[src/rtl/cache_requester.sv]
// CPU-side cache initiator: one outstanding load/store, held until the cache hits or
// the wait budget runs out, with saturating hit/miss/stall statistics.
module cache_requester #(
  parameter int MAX_WAIT  = 64,
  parameter int CNT_WIDTH = 32
) (
  input  logic                 clk,
  input  logic                 reset,
  input  logic                 en,
  input  logic                 req_valid,
  input  logic                 req_write,
  input  logic [31:0]          req_addr,
  input  logic [31:0]          req_data,
  output logic                 req_ready,
  output logic                 resp_valid,
  output logic [31:0]          resp_data,
  output logic                 resp_err,
  output logic                 ready,
  output logic                 write_en,
  output logic [31:0]          addr,
  output logic [31:0]          data,
  input  logic                 hit,
  input  logic [31:0]          out,
  output logic [CNT_WIDTH-1:0] hit_count,
  output logic [CNT_WIDTH-1:0] miss_count,
  output logic [CNT_WIDTH-1:0] stall_cycles
);

  localparam int WW = $clog2(MAX_WAIT + 1);
  localparam logic [WW-1:0] WAIT_LIM = WW'(MAX_WAIT);

  typedef enum logic {IDLE, ACCESS} state_t;

  state_t        state;
  logic [WW-1:0] wait_cnt;
  logic [WW-1:0] wait_nxt;
  logic          first;

  function automatic logic [CNT_WIDTH-1:0] sat_inc(input logic [CNT_WIDTH-1:0] v);
    return (&v) ? v : v + CNT_WIDTH'(1);
  endfunction

  assign req_ready = (state == IDLE);
  assign wait_nxt  = wait_cnt + WW'(1);

  always_ff @(posedge clk or negedge reset) begin
    if (!reset) begin
      state        <= IDLE;
      wait_cnt     <= '0;
      first        <= 1'b0;
      ready        <= 1'b0;
      write_en     <= 1'b0;
      addr         <= '0;
      data         <= '0;
      resp_valid   <= 1'b0;
      resp_err     <= 1'b0;
      resp_data    <= '0;
      hit_count    <= '0;
      miss_count   <= '0;
      stall_cycles <= '0;
    end else if (en) begin
      // Response flags are one-enabled-cycle pulses unless re-set below.
      resp_valid <= 1'b0;
      resp_err   <= 1'b0;
      case (state)
        IDLE: begin
          if (req_valid) begin
            write_en <= req_write;
            addr     <= req_addr;
            data     <= req_data;
            ready    <= 1'b1;
            wait_cnt <= '0;
            first    <= 1'b1;
            state    <= ACCESS;
          end
        end
        ACCESS: begin
          if (hit) begin
            resp_valid <= 1'b1;
            resp_data  <= write_en ? 32'h0 : out;
            ready      <= 1'b0;
            state      <= IDLE;
            if (first) hit_count  <= sat_inc(hit_count);
            else       miss_count <= sat_inc(miss_count);
          end else begin
            stall_cycles <= sat_inc(stall_cycles);
            first        <= 1'b0;
            wait_cnt     <= wait_nxt;
            // Budget exhausted: abandon the access and report an error response.
            if (wait_nxt == WAIT_LIM) begin
              resp_valid <= 1'b1;
              resp_err   <= 1'b1;
              resp_data  <= 32'h0;
              ready      <= 1'b0;
              state      <= IDLE;
            end
          end
        end
        default: state <= IDLE;
      endcase
    end
  end

endmodule

[config.mk]
export PLATFORM = sky130hd
export DESIGN_NAME = cache_requester
export DESIGN_NICKNAME = d
export VERILOG_FILES = /design/src/rtl/cache_requester.sv
export SDC_FILE = /design/constraint.sdc
export NUM_CORES = 1
export LEC_CHECK = 0
export ABC_AREA = 1
export BUFFER_PORTS_ARGS = -buffer_cell sky130_fd_sc_hd__buf_2
export CAP_MARGIN = 20
export CORE_ASPECT_RATIO = 0.75
export CORE_MARGIN = 5
export CORE_UTILIZATION = 57
export DETAILED_ROUTE_END_ITERATION = 10
export GPL_TIMING_DRIVEN = 0
export PLACE_DENSITY = 0.86
export SYNTH_ARGS = -nofsm -noshare
export SYNTH_HDL_FRONTEND = slang
export SYNTH_SLANG_ARGS = --single-unit
[constraint.sdc]
create_clock -name clk -period 3.84 [get_ports clk]
set_clock_uncertainty 0.15 [all_clocks]
set_input_delay 0.384 -clock clk [delete_from_list [all_inputs] [get_ports clk]]
set_output_delay 0.384 -clock clk [all_outputs]
set_load 0.02 [all_outputs]
==> out/results.tsv, run 1 <==
stage	metric	value	unit
outcome	status	finished, final reports clean	
clocking	cts-htree-levels	1	
setup_path	cp_max_fo	10	
sta	rsz0062_at_grt	no	
setup_path	timing.rr.start	hit_count[0]$_DFFE_PN0P_	
detailed_routing	drt-pass1-iter-count	6	
synth	syn_area	10900	sq um
finish	multi_input_area	5050	sq um
finish	instances_no_fill	2169	
setup_path	worstSetupStartpoint	hit_count[0]$_DFFE_PN0P_	
clocking	numCtsBuffers	21	
synth	synth.area.top_cells	dfrtp_1 47%, nand2_1 26%, nor2_1 5.2%	
synth	yosysUniqueCellTypes	31	
setup_path	reg2regPathDepth	11	
finish	syn_to_final_growth	29.4	%
setup_path	end_kind	register	
finish	final_common_cell	nand2_1	
detailed_routing	drt-initial-drc-count	1234	
detailed_routing	via_count	11800	
flow_run	drv_cap	0	
grt	grt_max_degree	111	
clocking	post_cts_resized	0	
setup_path	r2r_slack	1.35	ns
synth	yosysSeqAreaShare	47.3	%
grt	grt_antenna_before_repair	3	
clocking	clock_sinks	205	
power_and_ir_drop	total_power	6.81	mW
setup_path	worstReg2RegEnd	hit_count[12]$_DFFE_PN0P_	
floorplanning	core_area	18600	sq um
detailed_routing	wl	38000	um
detailed_routing	drc_errors	0	
sta	period_minus_slack	2.49	ns
setup_path	start_kind	register	
sta	fmax	0.402	GHz
grt	grt_first_pass_wirelength	59700	um
grt	grt_pass1_vias	11400	
finish	regArea	5130	sq um
clocking	clock_latency	0.50	ns
setup_path	crit_type	reg2reg	
sta	drv_slew	0	
synth	synth_fp_nets	1625	
setup_path	cp.arrival	2.71	ns
setup_path	required	4.07	ns
grt	globalRouteOverflowTotal	0	
finish	final_cell_mix	765 x nand2_1, 309 x buf_2, 205 x dfrtp_1	
placement	dp_hpwl	26100	um
floorplanning	die_w	169	um
finish	fin_nets	2014	
detailed_routing	ant_nets	0	
sta	hold_viol	0	
clocking	cts_hold_buf	67	
power_and_ir_drop	ir_worst_vdd	393	uV
synth	synthFlopType	dfrtp_1	
power_and_ir_drop	power_density	485	nW/um^2
synth	synth_edf_count	0	
floorplanning	row_count	43	
clocking	clk_pin_slew_worst_paths	0.06	ns
synth	synth_cells	1518	
finish	nFillCells	1338	
sta	finalSetupViolCount	0	
setup_path	cp-endpoint	hit_count[12]$_DFFE_PN0P_	
synth	yosysWarnings	0	
hold_path	worst_hold_path_type	in2reg	
floorplanning	ios	299	
detailed_routing	wl_per_cell	17.5	um
placement	gp_congestion	1.00	
grt	grtUsageTotal	34.0	%
floorplanning	die_height	130	um
power_and_ir_drop	p_leak	7.71	nW
floorplanning	dieArea	21900	sq um
clocking	cts_max_path_buffers	3	
clocking	cts_root_buf	clkbuf_16	
clocking	cts_setup_buffers	0	
sta	worstMarginPinSlew	0.746	ns
sta	fin_crit_sh	64.8	%
synth	avgSynthCellArea	7.15	sq um
floorplanning	initial_utilization	58.3	%
finish	drive_above_1_share	20.2	%
sta	max_slew_margin	50.3	%
clocking	tritoncts	done	
sta	fin_tns_setup	0	ns
placement	placed_cells	2064	
synth	synth-async-reset-ratio	100	%
placement	port_buffers	298	
synth	yosysTopAreaCell	dfrtp_1	
synth	synth_top_area_share	47.3	%
finish	post-route-util	75.5	%
synth	ys_ff_latch	205	
detailed_routing	avgViaCountPerCell	5.44	
-- worst max-delay path, cell delays in order (launching register included) --
cell	delay (ns)
dfrtp_1	0.45
ha_1	0.29
nand2_1	0.12
nor2_4	0.20
nand4_1	0.21
nor2_1	0.27
nand2_1	0.16
nand2_4	0.16
inv_4	0.08
buf_6	0.14
nand2_1	0.08
nand2_1	0.07
-- metrics by stage --
stage,setup slack (ns),cell area [sq um],hold slack [ns]
2_1_floorplan,1.78,10900,-0.0616
3_3_place_gp,-1.15,12700,0.300
3_5_place_dp,1.48,12700,0.301
4_1_cts,1.41,14000,0.0148
5_1_grt,1.20,14100,0.0451
6_report,1.35,14100,0.0323
-- layout make-up --
class	instances	share of cell area, %
Sequential cell	205	36.5
Multi-Input combinational cell	1158	35.9
Timing Repair Buffer	366	15.7
Clock buffer	28	4.21
Inverter	113	3.05
Tap cell	247	2.20
Buffer	42	1.79
Clock inverter	7	0.632
Antenna cell	3	0.0534
-- cells by family after synthesis --
kind of cell,Yosys count,synth area share [%]
compound gates,32,1.53
flops,205,47.3
simple gates,1066,39.9
xor+xnor,55,4.44
fa+ha+maj,5,0.576
buf+inv,155,6.27
-- flip-flops by register name, summed over array words and instances (netlist names) --
| register | count |
|---|---|
| write_en | 1 |
| hit_count | 32 |
| resp_data | 32 |
| resp_valid | 1 |
| addr | 32 |
| stall_cycles | 32 |
| first | 1 |
| data | 32 |
| ready | 1 |
| state | 1 |
| resp_err | 1 |
| wait_cnt | 7 |
| miss_count | 32 |
-- power breakdown --
part / switching, mW / internal (mW) / total (mW)
combinational: 1.26 / 0.597 / 1.86
sequential: 0.336 / 2.54 / 2.87
clock: 0.864 / 1.21 / 2.08
total: 2.46 / 4.35 / 6.81
-- cell usage after synthesis, drive strengths merged (5+ instances only) --
cell,number
buf,30
nand3b,24
nor2,156
nand2,773
inv,113
nand3,70
o21ai,27
ha,5
xnor2,24
nor3,30
xor2,31
nand4,13
clkbuf,12
dfrtp,205
-- routing by layer --
metal | routed length (um) | global-route usage [%] | part of all wire [%] | vias to the layer above
li1 | - | - | - | 5433
met1 | 14800 | 45.0 | 39 | 5441
met2 | 17200 | 54.9 | 45 | 780
met3 | 4390 | 8.63 | 12 | 142
met4 | 1670 | 12.5 | 4.4 | 0
met5 | 0 | 0 | 0 | -
-- worst min path at each step --
| stage | end | cells past startpoint | slack, ns | from |
|---|---|---|---|---|
| final | resp_data[25]$_DFFE_PN0P_ | 5 | 0.03 | out[25] |
| after global routing | resp_data[25]$_DFFE_PN0P_ | 5 | 0.05 | out[25] |
| after CTS | resp_data[25]$_DFFE_PN0P_ | 5 | 0.01 | out[25] |
| after detailed placement | addr[17]$_DFFE_PN0P_ | 1 | 0.30 | reset |
| after global placement | addr[6]$_DFFE_PN0P_ | 2 | 0.30 | addr[6]$_DFFE_PN0P_ |
| after floorplan | addr[0]$_DFFE_PN0P_ | 0 | -0.06 | reset |
Note: power is estimated with default switching activity, not from simulation.
==> run 2: changes to the inputs <==
--- a/config.mk
+++ b/config.mk
@@ -10,10 +10,10 @@
 export CAP_MARGIN = 20
 export CORE_ASPECT_RATIO = 0.75
 export CORE_MARGIN = 5
-export CORE_UTILIZATION = 57
+export CORE_UTILIZATION = 48
 export DETAILED_ROUTE_END_ITERATION = 10
 export GPL_TIMING_DRIVEN = 0
-export PLACE_DENSITY = 0.86
+export PLACE_DENSITY = 0.77
 export SYNTH_ARGS = -nofsm -noshare
 export SYNTH_HDL_FRONTEND = slang
 export SYNTH_SLANG_ARGS = --single-unit
==> constraint.sdc (replaced) <==
create_clock -name clk -period 2.1 [get_ports clk]
set_clock_uncertainty 0.15 [all_clocks]
set_input_delay 0.21 -clock clk [delete_from_list [all_inputs] [get_ports clk]]
set_output_delay 0.21 -clock clk [all_outputs]
set_load 0.02 [all_outputs]
==> run 2 against run 1 <==
Combinational power rose by 100%. Worst setup slack lost 1.3 ns. Largest power group unchanged. Via count rose by 1.4%. Critical endpoint unchanged. Fmax grew 23%. Hold slack improved by 0.013 ns. Routed wire length rose by 2.3%. Final area grew 5.5%. Total power is 88% higher. Global-route usage down 5.0 points. Critical path type unchanged. Non-clock buffer count rose by 53. Count of clock-buffer cells in the layout rose by 5.
==> out/results.tsv, run 2 (synthesis results as in run 1) <==
stage	metric	value	unit	change
setup_path	required	2.33	ns	-1.74 ns
hold_path	worst_hold_path_type	in2async		
grt	grt_antenna_before_repair	1		-2
detailed_routing	drt-initial-drc-count	893		-28%
clocking	cts_max_path_buffers	3		unchanged
placement	dp_hpwl	26200	um	+0.55%
detailed_routing	wl_per_cell	17.1	um	-2.3%
flow_run	drv_cap	0		unchanged
finish	post-route-util	66.9	%	-8.6 points
setup_path	r2r_slack	0.07	ns	-1.28 ns
power_and_ir_drop	switchingPower	4.68	mW	+90%
power_and_ir_drop	p_sw_share	36.5	%	+0.28 points
finish	final_cell_mix	763 x nand2_1, 307 x buf_2, 193 x dfrtp_1		
power_and_ir_drop	ir_worst_vdd	981	uV	+150%
outcome	status	finished, final reports clean		
detailed_routing	wl	38900	um	+2.3%
power_and_ir_drop	p_clk_share	29.6	%	-0.9 points
clocking	numCtsBuffers	22		+4.8%
floorplanning	die_height	140	um	+8.3%
power_and_ir_drop	p_leak	7.95	nW	+3.1%
sta	fmax	0.493	GHz	+23%
setup_path	crit_type	reg2reg		
setup_path	end_kind	register		
sta	fin_crit_sh	96.7	%	+32 points
setup_path	start_kind	register		
setup_path	slowest_delay	0.38	ns	-0.07 ns
sta	hold_viol	0		unchanged
grt	grtUsageTotal	29.0	%	-5.0 points
grt	grt_max_degree	82		-26%
finish	syn_to_final_growth	36.5	%	
finish	fin_nets	2069		+2.7%
clocking	clock_latency	0.52	ns	+0.02 ns
finish	nFillCells	1745		+30%
finish	final_area	14800	sq um	+5.5%
floorplanning	initial_utilization	49.0	%	-9.4 points
setup_path	cp.arrival	2.26	ns	-0.45 ns
grt	grt_pass1_vias	11500		+0.93%
sta	period_minus_slack	2.03	ns	-0.459 ns
setup_path	worst-path-buf-inv	2		unchanged
sta	drv_slew	0		unchanged
grt	grt_first_pass_wirelength	60700	um	+1.6%
setup_path	crit_family	simple AND/OR/NAND/NOR gates		
floorplanning	dieArea	25800	sq um	+17%
sta	max_slew_margin	60.0	%	+9.7 points
floorplanning	die_w	184	um	+8.4%
setup_path	crit_top_cell	nand2_1		
setup_path	cp_cell_sequence	ha_4, nand2_1, nor2_4, nand4_1, nor2_2, nand2_1, nand2_4, inv_6, buf_6, nand2_1, nand2_1		
clocking	tritoncts	done		
sta	worstMarginPinSlew	0.600	ns	-0.146 ns
floorplanning	row_count	47		+9.3%
finish	final_common_cell	nand2_1		
detailed_routing	avgViaCountPerCell	5.27		-3.2%
clocking	cts_root_buf	clkbuf_16		
placement	placed_cells	2112		+2.3%
clocking	clock_sinks	205		unchanged
placement	port_buffers	298		unchanged
clocking	clk_pin_slew_worst_paths	0.06	ns	about the same
detailed_routing	drt-pass1-iter-count	5		-1
power_and_ir_drop	combPwrFrac	29.6	%	+2.3 points
grt	globalRouteOverflowTotal	0		unchanged
setup_path	slowest_stage	dfrtp_1		
placement	gp_congestion	0.959		-4.2%
sta	rsz0062_at_grt	yes		
finish	drive_above_1_share	22.3	%	+2.1 points
finish	instances_no_fill	2271		+4.7%
detailed_routing	via_count	12000		+1.4%
setup_path	cp_max_fo	10		unchanged
sta	fin_tns_setup	0	ns	unchanged
power_and_ir_drop	p_int	8.15	mW	+88%
power_and_ir_drop	pwr-share-seq	40.9	%	-1.3 points
placement	dpl-instance-area	12800	sq um	+0.68%
clocking	cts-htree-levels	1		unchanged
power_and_ir_drop	power_density	865	nW/um^2	+79%
sta	finalSetupViolCount	0		unchanged
sta	holdWs	0.0454	ns	+0.0131 ns
floorplanning	core_area	22200	sq um	+19%
detailed_routing	drc_errors	0		unchanged
floorplanning	ios	299		unchanged
detailed_routing	ant_nets	0		unchanged
run 2: cell count changes in the layout (fill, tap and decap cells not counted), moves of 4 or more:
cell / change
buf_4: +18
dfrtp_1: -12
dfrtp_2: +12
dlygate4sd3_1: +34
ha_1: -4
ha_4: +4
nor2_1: -9
nor2_2: +5
nor2_4: +4
nor3_1: -4
nor3_2: +4
run 2: layout make-up:
class                   count  area [sq um]  share of cell area, %
plain buffers              42           264                   1.78
clock inverters             4          37.5                  0.253
well taps                 294           368                   2.48
clock buffers              33           662                   4.47
flip-flops and latches    205          5140                   34.7
diodes                      2          5.00                 0.0338
repair buffers            419          2700                   18.2
multi-input cells        1159          5210                   35.1
inverters                 113           432                   2.91
run 2: repair_timing:
action / 4_1_cts / 5_1_grt
buffers inserted: 8 / 10
hold buffers: 101 / 0
hold endpoints to repair: 231 / 0
resized for setup: 11 / 41
setup endpoints to repair: 77 / 124
gates cloned: 0 / 1
pin swaps: 3 / 7
run 2: worst paths after layout:
kind | start | cells after the start | endpoint
max | hit_count[1]$_DFFE_PN0P_ | 11 | hit_count[12]$_DFFE_PN0P_
max in group asynchronous | reset | 4 | resp_data[5]$_DFFE_PN0P_
min in group clk | req_addr[30] | 4 | addr[30]$_DFFE_PN0P_
max reg2reg | hit_count[1]$_DFFE_PN0P_ | 11 | hit_count[12]$_DFFE_PN0P_
min | reset | 2 | miss_count[0]$_DFFE_PN0P_
min reg2reg | data[29]$_DFFE_PN0P_ | 2 | data[29]$_DFFE_PN0P_
run 2: through the flow:
stage          total power [mW]  worst slack (ns)
2_1_floorplan              7.03            0.0426
3_3_place_gp               8.32             -2.93
3_5_place_dp               8.42            -0.352
4_1_cts                    12.5            0.0217
5_1_grt                    13.4           -0.0504
6_report                   12.8            0.0696
run 2: power by group through the flow:
stage	sequential [mW]	clock, mW	combinational, mW
global placement	5.20	0	3.13
CTS	5.16	3.84	3.53
finish	5.24	3.79	3.79
global route	5.32	4.03	4.08
floorplan	5.98	0	1.05
detailed placement	5.22	0	3.20
run 2: per-layer routing:
layer,GRT usage (%),wire length (um)
met5,0,0
met2,45.1,17500
met4,11.2,1840
met1,39.7,15800
met3,6.51,3780
